### src/rtl/dpram_fifo_ctrl.sv
// FIFO pointer, occupancy and flag controller for an external dual-port async-read RAM.
// Define FIFO_ERR_FLAGS_EN to add sticky overflow/underflow outputs.
module dpram_fifo_ctrl #(
  parameter int unsigned DATA_W = 8,
  parameter int unsigned ADDR_W = 4
) (
  input  logic              clk,
  input  logic              rst,
  input  logic              wr_en,
  input  logic [DATA_W-1:0] wr_data,
  output logic              full,
  input  logic              rd_en,
  output logic [DATA_W-1:0] rd_data,
  output logic              rd_valid,
  output logic              empty,
  output logic [ADDR_W:0]   count,
  output logic              ram_we_a,
  output logic [ADDR_W-1:0] ram_addr_a,
  output logic [DATA_W-1:0] ram_din_a,
  output logic              ram_we_b,
  output logic [ADDR_W-1:0] ram_addr_b,
  output logic [DATA_W-1:0] ram_din_b,
  input  logic [DATA_W-1:0] ram_dout_b
`ifdef FIFO_ERR_FLAGS_EN
  ,
  output logic              overflow,
  output logic              underflow
`endif
);

  localparam int unsigned PTR_W = ADDR_W + 1;

  logic [PTR_W-1:0] wr_ptr;
  logic [PTR_W-1:0] rd_ptr;
  logic             wr_acc;
  logic             rd_acc;

  // Extra pointer MSB separates the full case from the empty case.
  assign empty  = (wr_ptr == rd_ptr);
  assign full   = (wr_ptr[ADDR_W-1:0] == rd_ptr[ADDR_W-1:0]) &&
                  (wr_ptr[ADDR_W] != rd_ptr[ADDR_W]);
  assign wr_acc = wr_en & ~full & ~rst;
  assign rd_acc = rd_en & ~empty;

  // RAM drive: port A writes, port B is read-only.
  assign ram_we_a   = wr_acc;
  assign ram_addr_a = wr_ptr[ADDR_W-1:0];
  assign ram_din_a  = wr_data;
  assign ram_we_b   = 1'b0;
  assign ram_addr_b = rd_ptr[ADDR_W-1:0];
  assign ram_din_b  = '0;

  always_ff @(posedge clk) begin
    if (rst) begin
      wr_ptr   <= '0;
      rd_ptr   <= '0;
      count    <= '0;
      rd_valid <= 1'b0;
      rd_data  <= '0;
    end else begin
      if (wr_acc) wr_ptr <= wr_ptr + PTR_W'(1);
      if (rd_acc) begin
        rd_ptr  <= rd_ptr + PTR_W'(1);
        rd_data <= ram_dout_b;
      end
      rd_valid <= rd_acc;
      if (wr_acc && !rd_acc) begin
        count <= count + PTR_W'(1);
      end else if (rd_acc && !wr_acc) begin
        count <= count - PTR_W'(1);
      end
    end
  end

`ifdef FIFO_ERR_FLAGS_EN
  // Sticky error flags; only reset clears them.
  always_ff @(posedge clk) begin
    if (rst) begin
      overflow  <= 1'b0;
      underflow <= 1'b0;
    end else begin
      if (wr_en && full)  overflow  <= 1'b1;
      if (rd_en && empty) underflow <= 1'b1;
    end
  end
`endif

endmodule

### config.mk
export PLATFORM = sky130hd
export DESIGN_NAME = dpram_fifo_ctrl
export DESIGN_NICKNAME = d
export VERILOG_FILES = /design/src/rtl/dpram_fifo_ctrl.sv
export SDC_FILE = /design/constraint.sdc
export NUM_CORES = 1
export LEC_CHECK = 0
export BUFFER_PORTS_ARGS = -buffer_cell sky130_fd_sc_hd__buf_2
export CAP_MARGIN = 30
export CELL_PAD_IN_SITES_DETAIL_PLACEMENT = 0
export CELL_PAD_IN_SITES_GLOBAL_PLACEMENT = 1
export CORE_AREA = 10 10 75 77
export CTS_BUF_LIST = sky130_fd_sc_hd__clkbuf_16
export CTS_CLUSTER_DIAMETER = 100
export CTS_CLUSTER_SIZE = 10
export DETAILED_ROUTE_END_ITERATION = 16
export DIE_AREA = 0 0 85 87
export PLACE_DENSITY_LB_ADDON = 0.3
export SLEW_MARGIN = 20
export SYNTH_ARGS = -nofsm -noshare
export SYNTH_HDL_FRONTEND = slang
export SYNTH_SLANG_ARGS = --single-unit
### constraint.sdc
create_clock -name clk -period 4.6 [get_ports clk]
set_input_delay 0.46 -clock clk [delete_from_list [all_inputs] [get_ports clk]]
set_output_delay 0.46 -clock clk [all_outputs]
set_load 0.05 [all_outputs]
==> impl_results.md, run 1 <==
* Fmax achieved at around 330 MHz
* Initial Util at a little over a third
* Cells after synthesis at 168
* GP Congestion at 0.829
* Number of synthesized flops with an enable pin at 0
* Drt first pass iters at 4
* Worst path required time at about 4.8 ns
* Count leader, synth: buf_4
* WHS Path Cells at 3
* Post-synthesis cell area at around 1500 µm²
* Flops & latches, synth at 24
* Period utilisation layout at 65.7%
* Drt total wl at about 3400 µm
* Fillers at roughly 410
* Comb pwr share at between 40% and 50%
* Clock share of power at approximately 27%
* Drt initial violations at 25
* I/O pins at 62
* CTS Sinks at 24
* RSZ-0062 raised after global routing: no
* CTS clk-pin slew, worst paths at ~0.06 ns
* Sequential area share after synthesis at 31.1%
* Ys Warns at 0
* Largest net degree at the start of global routing at 47
* DR WL/cell at around 14 µm
* Max VDD drop at ~0.19 mV
* Syn-to-layout area delta at 9.71%
* Antenna violations before repair at 0
* Setup crit end kind: register
* TritonCTS clock tree: done
* Worst Max-Slew Pin Slew at between 0.6 and 0.7 ns
* Cell Area, Placed at around 1600 µm²
* Dominant synthesized flop cell: dfxtp_1
* Yosys top cell by area: dfxtp_1
* Max Cap Viol at 0
* Final HPWL DP at roughly 2500 µm
* Pwr Density at between 500 and 600 nW/µm²
* Die Y-Extent at ~87 µm
* Layout cell share with drive strength beyond 1 at 26.1%
* Nets at 212
* Die Width at about 85 µm
* Synth top cells by count: 25 x buf_4, 24 x dfxtp_1, 21 x nand2b_1, 15 x nor2_1, 12 x mux2i_1
* Fin. max-slew vios at 0
* Critical Path AT at about 3.2 ns
* Syn Area/Cell at roughly 9.2 µm²
* Vias at 1117
* N_diodes at 0
* PortBufs at 36
* # resized after CTS at 0
* Vias in the first global route at roughly 1200
* Post-route cell area at approximately 1700 µm²
* Clock Skews at between 0.001 and 0.0015 ns
* Psw at between 0.3 and 0.4 mW
* # DRC at 0
* Ys async rst share at 0%
* Max-slew headroom at between 50 and 60%
* Final setup violation count at 0
* Path depth of the worst reg2reg path at 11
* CTS Buf Count at 3
* Synth top area share at between 30 and 40%
* Crit path time final at 3.02 ns
* LEAKAGE at approximately 0.79 nW
* Clk root buf: clkbuf_16
* Crit Path Max Fanout at 12
* Most area-consuming cells after synthesis: dfxtp_1 31%, buf_4 12%, nand2b_1 8.5%, mux2i_1 7.8%, ha_1 4.9%
* DR vias/cell at 4.73
* Setup Buffers After CTS at 0
* Gr usage total at 8.81%
* Sw Share at a little over two fifths
* Die ar. at 7400 µm²
* Cell row count at 24
* Fin Setup TNS at 0 ns
* Count of different cell masters after synthesis at 33
* Int Pwr at between 0.5 and 0.6 mW
* Worst min-delay path class: input pin to register
* Hold buffer count at CTS at 0
* Grt ovf at 0
* Clk Latency, worst-skew pair at between 0.2 and 0.3 ns
* Critical path class: register to register
* Final hold viol count at 0
* Final antenna-violating net count at 0
* Hold_ws at 0.450 ns
* Outcome: finished, final reports clean
* Core Util, Final at 40.1%
* Crit path launch type: register
* Global-route wire length before repair at about 5600 µm
* Clock Tree Buf Depth at 2
* CTS H-tree lvls at 1
* Sequential power share at 29.6%
* Core area at 4230 µm²
layer usage:
layer  part of all wire, %  up-vias  GRT usage, %  routed length (µm)
met5                     0        -             0                   0
met4                   1.1        0          2.54                  36
met3                   8.6        5          4.03                 288
met2                    46       38          15.1                1560
met1                    44      514          9.56                1470
li1                      -      560             -                   -
path summary, 6_finish.rpt:
path                       from    endpoint  slack, ns
setup / recovery      rd_ptr[2]    count[4]       1.58
hold / removal    ram_dout_b[3]  rd_data[3]       0.45
setup reg to reg      rd_ptr[2]    count[4]       1.58
hold reg to reg      rd_data[3]  rd_data[3]       0.48
power by group through the flow:
stage | clock (mW) | sequential (mW) | combinational (mW)
5_1_grt | 0.268 | 0.283 | 0.438
3_3_place_gp | 0 | 0.279 | 0.401
6_report | 0.253 | 0.277 | 0.406
4_1_cts | 0.259 | 0.277 | 0.410
2_1_floorplan | 0 | 0.380 | 0.267
3_5_place_dp | 0 | 0.282 | 0.408
cell usage in the layout, fill, tap and decap left out:
master / instances
nand3_1: 1
nand4_1: 4
a21boi_4: 1
o31ai_1: 1
conb_1: 9
xnor2_1: 6
mux2i_1: 12
nand2_1: 1
buf_2: 36
xor2_1: 3
mux2_2: 5
nor2_1: 15
a21oi_1: 6
nand3b_1: 1
ha_1: 6
nand2b_1: 21
bufinv_16: 1
nor2b_1: 9
fa_1: 1
a211o_1: 1
o2111ai_1: 1
o311ai_1: 1
clkbuf_16: 3
a21o_1: 2
a21boi_2: 1
inv_1: 4
o21ai_0: 1
o211ai_1: 2
nor4b_1: 1
and4_4: 1
a41o_1: 1
dfxtp_1: 24
mux2_1: 2
stage by stage:
stage / worst slack [ns] / total power, mW / std cells
after floorplan: 1.14 / 0.647 / 176
after global placement: 1.66 / 0.680 / 232
after detailed placement: 1.58 / 0.690 / 232
after CTS: 1.56 / 0.946 / 236
after global routing: 1.37 / 0.989 / 236
final: 1.58 / 0.936 / 236
logic make-up (layout without fill, tap and decap cells):
group / after synthesis / after routing / share of synthesized area, %
AOI/OAI and AO/OA: 18 / 18 / 8.98
muxes: 19 / 19 / 12.9
adders and majority gates: 7 / 7 / 6.15
xor gates and xnor gates: 9 / 9 / 5.10
DFF: 24 / 24 / 31.1
and+or+nand+nor: 54 / 54 / 19.7
other: 1 / 9 / 0.242
buffers and inverters: 36 / 44 / 15.9
state kept, by name (all words and copies together), names as in the netlist:
register,flops
rd_valid,1
wr_ptr,5
rd_data,8
rd_ptr,5
count,5
layout make-up:
type,instances,area (µm²),area share [%]
Multi-Input combinational cell,116,851,50.1
Sequential cell,24,480,28.3
Timing Repair Buffer,36,180,10.6
Clock buffer,3,75.1,4.42
Tap cell,52,65.1,3.83
Clock inverter,1,30.0,1.77
Inverter,4,15.0,0.885
worst max-delay path, cell delays in order (launching register included):
cell and delay (ns):
dfxtp_1 0.44, xnor2_1 0.13, and4_4 0.24, a21boi_4 0.44, inv_1 0.09, ha_1 0.21, inv_1 0.16, ha_1 0.30
a21o_1 0.19, a21oi_1 0.17, mux2i_1 0.21, mux2_2 0.34
Power figures use the tool's default switching activity.
==> inputs of run 2 (changes only) <==
- CORE_AREA: 10 10 75 77 -> 10 10 78 80
- DIE_AREA: 0 0 85 87 -> 0 0 88 90
- clock period: 4.6 -> 3.02 ns (I/O delays scaled with it)
==> run 2 against run 1 <==
Net effect:
- sequential power rose by 51%
- total power rose by 42%
- largest cell class unchanged
- highest routed layer unchanged
- sequential cell count did not move
- cell count rose by 3.4%
- critical path depth did not move
- count of clock-buffer cells in the layout did not move
- combinational power rose by 54%
==> impl_results.md, run 2 (synthesis gave the netlist of run 1 again) <==
* Outcome: finished, final reports clean
* Crit path launch type: register
* Clk Latency, worst-skew pair at 0.25 ns (about the same)
* Antenna violations before repair at 0 (unchanged)
* Cell row count at 25 (+4.2%)
* N_diodes at 0 (unchanged)
* Period utilisation layout at 93.4% (+28 points)
* Max FFs per register at 8 (unchanged)
* Max VDD drop at 0.234 mV (+22%)
* Hold_sp: ram_dout_b[0]
* Clk root buf: clkbuf_16
* WL met1 at 1450 µm (-1.2%)
* LEAKAGE at 0.813 nW (+3.2%)
* CP top delay family: adder cells
* Die Y-Extent at 90 µm (+3.4%)
* Most common cell after layout, fill and taps aside: buf_2
* DR WL/cell at 13.5 µm (-5.3%)
* Final antenna-violating net count at 0 (unchanged)
* Gr usage total at 8.32% (-0.49 points)
* Global-route wire length before repair at 5440 µm (-2.1%)
* GP Congestion at 0.714 (-14%)
* DR vias/cell at 4.57 (-3.5%)
* Drt initial violations at 34 (+36%)
* Commonest cells after routing, fill and taps aside: 36 x buf_2, 21 x nand2b_1, 19 x dfxtp_1, 15 x nor2_1, 12 x mux2i_1
* CTS clk-pin slew, worst paths at 0.06 ns (about the same)
* Die ar. at 7920 µm² (+7.1%)
* CTS H-tree lvls at 1 (unchanged)
* Grt ovf at 0 (unchanged)
* Reg2reg start: wr_ptr[3]
* Setup crit start: wr_ptr[3]
* RSZ-0062 raised after global routing: no
* Max layer used: met4
* PortBufs at 36 (unchanged)
* Final hold viol count at 0 (unchanged)
* Layout cell share with drive strength beyond 1 at 31.1% (+5.0 points)
* Fin. max-slew vios at 0 (unchanged)
* Worst path bufs/invs at 1 (-1)
* Final setup violation count at 0 (unchanged)
* Nets at 218 (+2.8%)
* Max Cap Viol at 0 (unchanged)
* Clock Tree Buf Depth at 2 (unchanged)
* Core area at 4600 µm² (+8.6%)
* Crit Path Max Fanout at 6 (-6)
* Crit path time final at 2.82 ns (-0.200 ns)
* CTS Buf Count at 3 (unchanged)
* Critical path class: register to register
* Fin Setup TNS at 0 ns (unchanged)
* TritonCTS clock tree: done
* Fmax achieved at 355 MHz (+7.1%)
* Worst min-delay path class: input pin to register
* Vias at 1115 (-0.18%)
* CTS Sinks at 24 (unchanged)
* CP Cell Sequence: xnor2_1 > and4_4 > a21boi_2 > nor2b_4 > ha_1 > inv_1 > fa_1 > a21o_1 > a21oi_1 > mux2i_1 > mux2_2
* Setup crit end kind: register
* Delay of the slowest critical-path stage at 0.41 ns (-0.03 ns)
* I/O pins at 62 (unchanged)
* Syn-to-layout area delta at 12.0%
* Met2 wire length at 1520 µm (-2.8%)
* Crit path max-delay cell type: dfxtp_1
* Vias in the first global route at 1125 (-5.8%)
* Clock Skews at 0.00422 ns (+0.00320 ns)
* # DRC at 0 (unchanged)
* Met3 WL at 302 µm (+4.9%)
* Drt first pass iters at 4 (unchanged)
* Final HPWL DP at 2600 µm (+1.9%)
* Top reg by flops: rd_data
* Largest net degree at the start of global routing at 46 (-2.1%)
* Worst path required time at 3.16 ns (-1.59 ns)
* Post-route cell area at 1730 µm² (+2.1%)
* Initial Util at 33.6% (-2.9 points)
* Die Width at 88 µm (+3.5%)
* Drt total wl at 3290 µm (-2.1%)
* Pwr Density at 767 nW/µm² (+39%)
* Cell Area, Placed at 1650 µm² (+3.5%)
* Critical Path AT at 2.96 ns (-0.21 ns)
-- run 2: cell count changes in the layout (fill, tap and decap cells not counted) --
cell,delta
dfxtp_2,+5
clkinv_1,+1
nor2b_4,+1
buf_4,+6
dfxtp_1,-5
bufinv_16,-1
nor2b_1,-1
-- run 2: power breakdown --
part / switching, mW / leakage [nW] / internal [mW]
clock network: 0.107 / 0.0385 / 0.177
registers: 0.0462 / 0.198 / 0.373
logic: 0.421 / 0.576 / 0.204
-- run 2: routing by layer --
metal	vias up	track usage [%]
met1	501	9.72
met4	0	2.39
met3	2	4.06
li1	573	-
met5	-	0
met2	39	13.0
-- run 2: through the flow --
step                      power (mW)  hold WS, ns  worst slack [ns]  utilization (%)  std cells
after floorplan                0.987        0.457            0.0486                -        176
final                           1.33        0.305             0.199             37.7        244
after detailed placement        1.06        0.458             0.149             35.8        240
after CTS                       1.35        0.300             0.132             37.5        244
after global routing            1.42        0.311            0.0138             37.7        244
after global placement          1.05        0.457             0.225             35.8        240
-- run 2: path summary, 6_finish.rpt --
check                                   to  slack [ns]  cells past startpoint
worst min register to register  rd_data[0]        0.47                      2
worst max register to register    count[4]        0.20                     11
worst max-delay path              count[4]        0.20                     11
worst min-delay path            rd_data[0]        0.30                      3
-- run 2: cell type report --
class | instances | area (µm²)
well taps | 54 | 67.6
multi-input cells | 116 | 858
flip-flops and latches | 24 | 487
fillers | 470 | 2870
clock buffers | 3 | 75.1
inverters | 4 | 15.0
repair buffers | 42 | 225
clock inverters | 1 | 3.75
-- run 2: worst min-delay path: stages --
cell	delay [ns]
buf_2	0.09
nand2b_1	0.05
mux2i_1	0.06
-- run 2: repair_timing --
| item | CTS | global route |
|---|---|---|
| buffers inserted | 0 | 0 |
| hold buffers | 0 | 0 |
| resized for setup | 0 | 5 |
| setup endpoints to repair | 0 | 1 |
==> inputs of run 3 (changes only) <==
- BUFFER_PORTS_ARGS: -buffer_cell sky130_fd_sc_hd__buf_2 -> not set
- CORE_AREA: 10 10 78 80 -> 10 10 74 76
- DIE_AREA: 0 0 88 90 -> 0 0 84 86
- DONT_BUFFER_PORTS: not set -> 1
==> run 3 against run 2 <==
Net effect:
- clock skew hardly changed
- register-to-register slack hardly changed
- cell area is 6.5% lower
- routed wire length is 1.8% higher
- count of clock-buffer cells in the layout stayed put
- clock power is 33% higher
- sequential power is 39% higher
- first-iteration DRC count is 100% higher
- critical path depth stayed put
- via count is 6.6% lower
- core utilization is 3.1 points higher
==> impl_results.md, run 3 (synthesis gave the netlist of run 1 again) <==
* # resized after CTS at 0 (unchanged)
* TritonCTS clock tree: done
* Fin. max-slew vios at 0 (unchanged)
* Clock Skews at 0.00430 ns (+0.0000849 ns)
* Vias at 1041 (-6.6%)
* Most common cell after layout, fill and taps aside: dfxtp_1
* Fmax achieved at 354 MHz (-0.12%)
* Crit path time final at 2.82 ns (+0.00348 ns)
* Layout cell share with drive strength beyond 1 at 16.1% (-15 points)
* N_diodes at 0 (unchanged)
* Crit Path Max Fanout at 6 (unchanged)
* Final worst slack at 0.196 ns (-0.00348 ns)
* LEAKAGE at 0.688 nW (-15%)
* Core area at 3970 µm² (-14%)
* Period utilisation layout at 93.5% (+0.12 points)
* Crit path launch type: register
* Nets at 189 (-13%)
* Outcome: finished, final reports clean
* Max-slew headroom at a little under three fifths
* I/O pins at 62 (unchanged)
* Clk root buf: clkbuf_16
* Die ar. at 7220 µm² (-8.8%)
* CTS Sinks at 24 (unchanged)
* Placed cells at 207 (-14%)
* Fillers at 398 (-15%)
* Cell row count at 23 (-8.0%)
* Vias in the first global route at 1100 (-2.2%)
* Max Cap Viol at 0 (unchanged)
* Largest net degree at the start of global routing at 47 (+2.2%)
* Max VDD drop at 0.347 mV (+48%)
* Initial Util at 38.9% (+5.3 points)
* Cell Area, Placed at 1510 µm² (-8.1%)
* Max FFs per register at 8 (unchanged)
* DR WL/cell at 15.9 µm (+18%)
* CTS H-tree lvls at 1 (unchanged)
* Drt initial violations at 69 (+100%)
* CTS clk-pin slew, worst paths at 0.06 ns (about the same)
* Pwr Density at 846 nW/µm² (+10%)
* Clk Latency, worst-skew pair at 0.26 ns (about the same)
* # DRC at 0 (unchanged)
* Top reg by flops: rd_data
* Commonest cells after routing, fill and taps aside: 24 x dfxtp_1, 21 x nand2b_1, 15 x nor2_1, 13 x buf_4, 12 x mux2i_1
* Critical path class: register to register
* Final setup violation count at 0 (unchanged)
* Final hold viol count at 0 (unchanged)
* Die Width at 84 µm (-4.5%)
* CTS Buf Count at 3 (unchanged)
* DR vias/cell at 4.93 (+8.0%)
* Antenna violations before repair at 0 (unchanged)
* GP Congestion at 0.768 (+7.6%)
* PortBufs at 0 (-100%)
* Drt first pass iters at 4 (unchanged)
* Fin Setup TNS at 0 ns (unchanged)
* Worst min-delay path class: input pin to register
* Clock Tree Buf Depth at 2 (unchanged)
* Die Y-Extent at 86 µm (-4.4%)
* Global-route wire length before repair at 5500 µm (+1.0%)
* Critical Path AT at 2.98 ns (+0.02 ns)
* Non-filler cells, final at 211 (-14%)
* Worst Max-Slew Pin Slew at 0.670 ns
* Post-route cell area at 1620 µm² (-6.5%)
* Setup Buffers After CTS at 0 (unchanged)
* Grt ovf at 0 (unchanged)
* Drt total wl at 3350 µm (+1.8%)
* Syn-to-layout area delta at 4.69%
* Final antenna-violating net count at 0 (unchanged)
* Setup crit end kind: register
* Setup WS pre-CTS at 0.202 ns (+0.0525 ns)
* Hold buffer count at CTS at 0 (unchanged)
* Worst path required time at 3.17 ns (about the same)
* Final HPWL DP at 2640 µm (+1.4%)
* Gr usage total at 9.12% (+0.80 points)
* Total power draw at 1.37 mW (+3.1%)
* RSZ-0062 raised after global routing: no
## run 3: changes by cell type in the layout (fill, tap and decap cells not counted), sizes merged
| cell | previous run | this run |
|---|---|---|
| buf | 42 | 13 |
| bufinv | 0 | 1 |
| clkinv | 1 | 0 |
## run 3: report_power, final
part	total [mW]	leakage [nW]	switching, mW	internal (mW)
clock network	0.377	0.0511	0.113	0.263
registers	0.583	0.196	0.212	0.371
logic	0.410	0.441	0.242	0.169
total	1.37	0.688	0.567	0.803
## run 3: through the flow
stage | hold WS, ns | utilization [%]
6_report | 0.114 | 40.8
5_1_grt | 0.102 | 40.8
4_1_cts | 0.106 | 40.8
3_5_place_dp | 0.383 | 38.1
3_3_place_gp | 0.380 | 38.1
2_1_floorplan | 0.457 | -
## run 3: critical path: stages (launching register included)
cell,delay [ns]
dfxtp_1,0.32
xnor2_1,0.14
and4_4,0.23
a21boi_2,0.22
nor2b_4,0.19
ha_1,0.17
inv_1,0.11
fa_1,0.42
a21o_1,0.17
a21oi_1,0.17
mux2i_1,0.22
mux2_2,0.34
## run 3: area by class of cell
class                   count  area, µm²  area share, %
repair buffers             13       97.6           6.03
multi-input cells         116        858           53.0
inverters                   4       15.0          0.927
clock inverters             1       30.0           1.85
well taps                  50       62.6           3.86
flip-flops and latches     24        480           29.7
clock buffers               3       75.1           4.64
## run 3: worst paths after layout
path	from	end	slack, ns	cells past startpoint
worst min-delay path	rst	rd_valid	0.11	1
worst min register to register	rd_ptr[4]	rd_ptr[4]	0.60	2
worst max register to register	rd_ptr[2]	count[4]	0.20	11
worst max-delay path	rd_ptr[2]	count[4]	0.20	11
## run 3: metal layers
metal | share of wire [%] | global-route usage, % | vias up
li1 | - | - | 512
met1 | 39 | 9.13 | 473
met2 | 47 | 15.5 | 49
met3 | 12 | 5.77 | 7
met4 | 1.2 | 2.44 | 0
met5 | 0 | 0 | -
